$ cat src/rtl/mux_sel_arbiter_pkg.sv
`default_nettype none
// ============================================================================
// Package     : mux_arb_pkg
// Description : Shared sizes, FSM state type and helpers for the round-robin
//               arbiter that drives the 4:1 data mux select.
// Contents    : N_REQ  - number of requesters (4)
//               SEL_W  - width of the encoded mux select (2)
//               state_t - arbiter FSM states {IDLE, GRANT}
//               onehot() - index to one-hot grant vector
// Revision    : 1.0 - initial release
// ============================================================================
package mux_arb_pkg;

   localparam int N_REQ = 4;
   localparam int SEL_W = 2;

   typedef enum logic [0:0] {
      IDLE  = 1'b0,
      GRANT = 1'b1
   } state_t;

   function automatic logic [N_REQ-1:0] onehot(input logic [SEL_W-1:0] idx);
      onehot = N_REQ'(1) << idx;
   endfunction

endpackage
`default_nettype wire

$ cat src/rtl/mux_sel_arbiter_if.sv
`default_nettype none
// ============================================================================
// Interface   : mux_sel_arbiter_if
// Description : Request/grant bundle between the requesters and the arbiter.
// Signals     : req       - request lines, bit i = requester i
//               gnt       - one-hot grant, zero when idle
//               sel_n     - encoded index of current/last owner (mux select)
//               gnt_valid - high while any grant is active
// Modports    : master - requester side (drives req)
//               slave  - arbiter side (drives gnt/sel_n/gnt_valid)
// Revision    : 1.0 - initial release
// ============================================================================
interface mux_sel_arbiter_if;

   logic [mux_arb_pkg::N_REQ-1:0] req;
   logic [mux_arb_pkg::N_REQ-1:0] gnt;
   logic [mux_arb_pkg::SEL_W-1:0] sel_n;
   logic                          gnt_valid;

   modport master (
      output req,
      input  gnt,
      input  sel_n,
      input  gnt_valid
   );

   modport slave (
      input  req,
      output gnt,
      output sel_n,
      output gnt_valid
   );

endinterface
`default_nettype wire

$ cat src/rtl/mux_sel_arbiter_rr_pick.sv
`default_nettype none
// ============================================================================
// Module      : rr_pick_4
// Description : Combinational round-robin picker. Returns the first set bit
//               of i_cand searching i_start, i_start+1, ... (mod 4).
// Ports       : i_cand  [3:0] - candidate request mask
//               i_start [1:0] - index with highest priority
//               o_found       - any candidate set
//               o_idx   [1:0] - index of the winning candidate
// Revision    : 1.0 - initial release
// ============================================================================
module rr_pick_4
   import mux_arb_pkg::*;
(
   input  wire logic [N_REQ-1:0] i_cand,
   input  wire logic [SEL_W-1:0] i_start,
   output logic                  o_found,
   output logic [SEL_W-1:0]      o_idx
);

   logic [N_REQ-1:0] w_rot;
   logic [SEL_W-1:0] w_src;
   logic [SEL_W-1:0] w_off;

   // Rotate so that i_start lands on bit 0; the index arithmetic wraps
   // naturally because N_REQ is exactly 2**SEL_W.
   always_comb begin
      w_rot = '0;
      w_src = '0;
      for (int i = 0; i < N_REQ; i++) begin
         w_src    = SEL_W'(i) + i_start;
         w_rot[i] = i_cand[w_src];
      end
   end

   // Fixed priority on the rotated vector: scanning downward lets the lowest
   // set bit be the last (and therefore winning) assignment.
   always_comb begin
      o_found = 1'b0;
      w_off   = '0;
      for (int i = N_REQ - 1; i >= 0; i--) begin
         if (w_rot[i]) begin
            o_found = 1'b1;
            w_off   = SEL_W'(i);
         end
      end
   end

   // Un-rotate back to an absolute requester index.
   assign o_idx = w_off + i_start;

endmodule
`default_nettype wire

$ cat src/rtl/mux_sel_arbiter.sv
`default_nettype none
// ============================================================================
// Module      : mux_sel_arbiter
// Description : Round-robin arbiter in front of the 4:1 data mux. Grants one
//               requester at a time, holds the grant while the owner keeps
//               requesting, and optionally pre-empts after MAX_HOLD cycles
//               when another requester is waiting. All outputs registered.
// Parameters  : MAX_HOLD - max hold cycles under contention (0 = no limit)
//               CNT_W    - hold counter width, 2**CNT_W > MAX_HOLD
// Ports       : clk   - rising-edge clock
//               rst_n - asynchronous active-low reset
//               bus   - mux_sel_arbiter_if.slave (req in; gnt, sel_n,
//                       gnt_valid out)
// Revision    : 1.0 - initial release
// ============================================================================
module mux_sel_arbiter
   import mux_arb_pkg::*;
#(
   parameter int MAX_HOLD = 8,
   parameter int CNT_W    = 4
) (
   input  wire logic          clk,
   input  wire logic          rst_n,
   mux_sel_arbiter_if.slave   bus
);

   localparam logic [CNT_W-1:0] c_HOLD_LIM = CNT_W'((MAX_HOLD > 0) ? (MAX_HOLD - 1) : 0);

   state_t           r_state,    w_state_nxt;
   logic [N_REQ-1:0] r_gnt,      w_gnt_nxt;
   logic [SEL_W-1:0] r_sel,      w_sel_nxt;
   logic             r_valid,    w_valid_nxt;
   logic [SEL_W-1:0] r_ptr,      w_ptr_nxt;
   logic [CNT_W-1:0] r_hold_cnt, w_cnt_nxt;

   logic [N_REQ-1:0] w_others;
   logic             w_timeout;
   logic             w_release;
   logic [N_REQ-1:0] w_cand;
   logic [SEL_W-1:0] w_start;
   logic             w_found;
   logic [SEL_W-1:0] w_idx;

   // In GRANT, r_sel is the owner index (it always tracks the set gnt bit).
   assign w_others  = bus.req & ~onehot(r_sel);
   assign w_timeout = (MAX_HOLD != 0) && (r_hold_cnt >= c_HOLD_LIM) && (w_others != '0);
   // Owner drop and timeout in the same cycle collapse into a single release.
   assign w_release = (r_state == GRANT) && (!bus.req[r_sel] || w_timeout);

   // The single picker serves both the idle search (from ptr) and the
   // back-to-back regrant (from owner+1, owner masked out so a pre-empted
   // owner goes to the back of the queue).
   assign w_cand  = (r_state == GRANT) ? w_others : bus.req;
   assign w_start = (r_state == GRANT) ? (r_sel + SEL_W'(1)) : r_ptr;

   rr_pick_4 u_pick (
      .i_cand  (w_cand),
      .i_start (w_start),
      .o_found (w_found),
      .o_idx   (w_idx)
   );

   always_ff @(posedge clk or negedge rst_n) begin
      if (!rst_n) begin
         r_state    <= IDLE;
         r_gnt      <= '0;
         r_sel      <= '0;
         r_valid    <= 1'b0;
         r_ptr      <= '0;
         r_hold_cnt <= '0;
      end else begin
         r_state    <= w_state_nxt;
         r_gnt      <= w_gnt_nxt;
         r_sel      <= w_sel_nxt;
         r_valid    <= w_valid_nxt;
         r_ptr      <= w_ptr_nxt;
         r_hold_cnt <= w_cnt_nxt;
      end
   end

   always_comb begin
      w_state_nxt = r_state;
      w_gnt_nxt   = r_gnt;
      w_sel_nxt   = r_sel;
      w_valid_nxt = r_valid;
      w_ptr_nxt   = r_ptr;
      w_cnt_nxt   = r_hold_cnt;

      case (r_state)
         IDLE: begin
            // sel_n is left alone while idle so the mux output stays stable.
            if (w_found) begin
               w_state_nxt = GRANT;
               w_gnt_nxt   = onehot(w_idx);
               w_sel_nxt   = w_idx;
               w_valid_nxt = 1'b1;
               w_cnt_nxt   = '0;
            end
         end

         GRANT: begin
            if (w_release) begin
               w_ptr_nxt = r_sel + SEL_W'(1);
               if (w_found) begin
                  w_gnt_nxt   = onehot(w_idx);
                  w_sel_nxt   = w_idx;
                  w_valid_nxt = 1'b1;
                  w_cnt_nxt   = '0;
               end else begin
                  w_state_nxt = IDLE;
                  w_gnt_nxt   = '0;
                  w_valid_nxt = 1'b0;
               end
            end else if (r_hold_cnt != '1) begin
               w_cnt_nxt = r_hold_cnt + CNT_W'(1);
            end
         end

         default: begin
            w_state_nxt = IDLE;
            w_gnt_nxt   = '0;
            w_valid_nxt = 1'b0;
         end
      endcase
   end

   assign bus.gnt       = r_gnt;
   assign bus.sel_n     = r_sel;
   assign bus.gnt_valid = r_valid;

endmodule
`default_nettype wire

$ cat src/flat_wrapper.sv
// flat-port wrapper written by rule: the top's interface ports become plain ports
module mux_sel_arbiter_flat import mux_arb_pkg::*;
#(
   parameter int MAX_HOLD = 8,
   parameter int CNT_W    = 4
)
  (clk, rst_n, bus_req, bus_gnt, bus_sel_n, bus_gnt_valid);
  mux_sel_arbiter_if bus_i ();
  input  wire logic clk;
  input  wire logic rst_n;
  input wire logic [$bits(bus_i.req)-1:0] bus_req;
  output wire logic [$bits(bus_i.gnt)-1:0] bus_gnt;
  output wire logic [$bits(bus_i.sel_n)-1:0] bus_sel_n;
  output wire logic [$bits(bus_i.gnt_valid)-1:0] bus_gnt_valid;
  assign bus_i.req = bus_req;
  assign bus_gnt = bus_i.gnt;
  assign bus_sel_n = bus_i.sel_n;
  assign bus_gnt_valid = bus_i.gnt_valid;
  mux_sel_arbiter #(.MAX_HOLD(MAX_HOLD), .CNT_W(CNT_W)) u_core (.clk(clk), .rst_n(rst_n), .bus(bus_i));
endmodule
$ cat config.mk
export PLATFORM = sky130hd
export DESIGN_NAME = mux_sel_arbiter_flat
export DESIGN_NICKNAME = d
export VERILOG_FILES = /design/src/rtl/mux_sel_arbiter_pkg.sv /design/src/rtl/mux_sel_arbiter_if.sv /design/src/rtl/mux_sel_arbiter_rr_pick.sv /design/src/rtl/mux_sel_arbiter.sv /design/src/flat_wrapper.sv
export SDC_FILE = /design/constraint.sdc
export NUM_CORES = 1
export LEC_CHECK = 0
export BUFFER_PORTS_ARGS = -buffer_cell sky130_fd_sc_hd__buf_2
export CAP_MARGIN = 20
export CORE_MARGIN = 4
export CORE_UTILIZATION = 55
export DETAILED_ROUTE_END_ITERATION = 8
export HOLD_SLACK_MARGIN = 0.06
export MAX_ROUTING_LAYER = met4
export PLACE_DENSITY = 0.82
export SLEW_MARGIN = 20
export SYNTH_ARGS = -nofsm -noshare
export SYNTH_HDL_FRONTEND = slang
export SYNTH_SLANG_ARGS = --single-unit
$ cat constraint.sdc
create_clock -name clk -period 3.4 [get_ports clk]
set_input_delay 0.34 -clock clk [delete_from_list [all_inputs] [get_ports clk]]
set_output_delay 0.34 -clock clk [all_outputs]
set_load 0.05 [all_outputs]
==> results.ini <==
[status]
outcome=complete, no violations

[global_route]
grt_usage_pct=21.4
grt_pass1_wl_mm=4.44
antenna_found_initial=0
grt-ovfl-total=0
grt_pass1_vias=953
grt_max_degree=19

[placement]
portBuffers=12
dp.cells=156
place_hpwl_mm=2.13
pre_cts_slack_ns=0.739
gp_congestion=0.892

[critical_path]
critical_path.top_delay_family=simple AND/OR/NAND/NOR gates
cpPeakStageDelay_ns=0.51
critPathCaptureType=flip-flop
critical_path_required_ns=3.63
arrival_ns=2.95
cp_num_buf_inv=1
start_kind=flip-flop
crit_fanout=9
criticalPathCategory=reg -> reg
crit_path_frequent_cell=ha_1
crit_chain=inv_1, ha_1, mux2i_4, nor2_1, o22ai_1, a32oi_1, a21oi_1, ha_1, xnor2_1, and3_1, nand4_1, nand3_1
cpMaxStageDelayCell=dfrtp_1

[drt]
drc=0
viasPerCell=6.30
ant_nets=0
detail_route.wl_per_cell_um=17.1
routed_wl_mm=2.76
first_iter_violations=26
drt_pass1_iterations=4
vias=1015

[clock_tree]
root_buffer=clkbuf_4
numCtsBuffers=3
clk_pin_slew_worst_paths_ns=0.08
cts_sinks=14
postCtsSetupBuffers=0
post_cts_resized=0
cts_hold_buf=1
cts-htree-levels=1
clockBufferDepth=2
cts_tree=built
clock_latency_ns=0.29

[timing]
fin_tns_setup_ns=0
slew_viol_final=0
relSlewSlack_pct=52.6
fin_skew_ns=0.00208
max_slew.worst_pin.slew_ns=0.711
fin_ws_ns=0.677
period_share_pct=80.1
finalSetupViolations=0
min_period_ns=2.72
hold_viol=0
clock.fmax_mhz=367
rsz0062_at_grt=no

[floorplanning]
die-area_um2=2990
io_pins=13
die_y_um=54.7
core_area_um2=2020
initial_core_util_pct=59.2
die_w_um=54.7
fp-row-count=16

[yosys]
ys_seq_elements=14
yosys.area.top_type=dfrtp_1
seq_area_frac_synth_pct=29.3
async_reset_ff_share_pct=100
synth_ff_type=dfrtp_1
synth_cell_types=44
synth.top_cell.area_share_pct=29.3
netlist_area_um2=1200
yosysMostFrequentCell=dfrtp_1
synth.net_count=134
ys_warn_count=0
syn-instance-count=122
synth_edf_count=0
avgSynthCellArea_um2=9.81
ys_top_cells_by_count=dfrtp_1 (14), nand3_1 (11), a21oi_1 (8), nand2_1 (8), ha_1 (6)
synthTopCellsByArea=dfrtp_1 (29%), ha_1 (6.3%), nand3_1 (4.6%)

[layout]
fillers=166
layout.nets=147
multi_input_area_um2=786
area_delta_synth_final_pct=7.52
n_antenna_cell=0
seq_area_um2=350
drive_gt1_share_pct=29.9
stdcell_count=161

[job]
maxCapViolations=0

[worst_hold_path]
hp-class=in -> async

-- through the flow --
stage | hold slack, ns | util [%] | area (um^2)
after floorplan | 0.0444 | - | 1200
after global placement | 0.241 | 61.4 | 1240
after detailed placement | 0.246 | 61.4 | 1240
after CTS | 0.465 | 63.7 | 1290
after global routing | 0.480 | 63.7 | 1290
final | 0.462 | 63.7 | 1290
-- cells by family (layout without fill, tap and decap cells) --
logic type	after synthesis	in the layout	synth area share, %
mux	7	7	9.30
xor+xnor	2	2	1.46
fa+ha+maj	6	6	6.27
buf+inv	8	20	5.12
compound gates	40	40	27.8
flops	14	14	29.3
simple gates	45	45	20.8
-- flip-flops by register name, indices dropped and copies added (netlist names) --
register              cells
u_core.bus.gnt            4
u_core.r_hold_cnt         4
u_core.bus.sel_n          2
u_core.r_ptr              2
u_core.bus.gnt_valid      1
u_core.r_state            1
-- layer usage --
metal | up-vias | track usage [%] | routed length (um)
li1 | 494 | - | -
met3 | 8 | 3.27 | 59
met4 | 0 | 8.71 | 73
met1 | 492 | 27.5 | 1300
met5 | - | - | 0
met2 | 21 | 33.5 | 1330
-- worst reg2reg max path: cells and delay by family, from the launching register on --
| kind | cells | cell delay, ns |
|---|---|---|
| muxes | 1 | 0.12 |
| adders and majority gates | 2 | 0.60 |
| xor gates and xnor gates | 1 | 0.29 |
| buffers and inverters | 1 | 0.11 |
| AOI/OAI and AO/OA | 3 | 0.41 |
| DFF | 1 | 0.51 |
| and+or+nand+nor | 4 | 0.61 |
-- final timing paths --
| check | from | endpoint | slack [ns] | depth (start not counted) |
|---|---|---|---|---|
| max | u_core.bus.sel_n[0] | u_core.bus.gnt[3] | 0.68 | 12 |
| min | rst_n | u_core.r_ptr[0] | 0.46 | 2 |
| max reg2reg | u_core.bus.sel_n[0] | u_core.bus.gnt[3] | 0.68 | 12 |
| min reg2reg | u_core.bus.gnt_valid | u_core.bus.gnt_valid | 0.48 | 2 |
| max in group asynchronous | rst_n | u_core.r_ptr[1] | 2.71 | 2 |
| min in group clk | u_core.bus.gnt_valid | u_core.bus.gnt_valid | 0.48 | 2 |
-- cell usage in the layout, fill, tap and decap left out, drive strengths merged, types with 3 or more instances in the layout --
cell    netlist  layout
inv           3       3
nor3          5       5
clkbuf        0       4
nand3        11      11
a211oi        5       5
a21oi         8       8
and3          3       3
a21boi        4       4
o211ai        4       4
a21bo         5       5
buf           5      12
a22o          3       3
or2b          3       3
ha            6       6
mux2          4       4
nand2         8       8
nand4         5       5
dfrtp        14      14
nor2          4       4
-- final cells by class --
cell class	instances	area share (%)
clock buffers	4	2.82
inverters	3	0.875
multi-input cells	100	61.0
flip-flops and latches	14	27.2
well taps	27	2.62
repair buffers	13	5.44
Power is not shown: default switching activity piles up to over one toggle a cycle in this logic, so the estimate is an artifact.
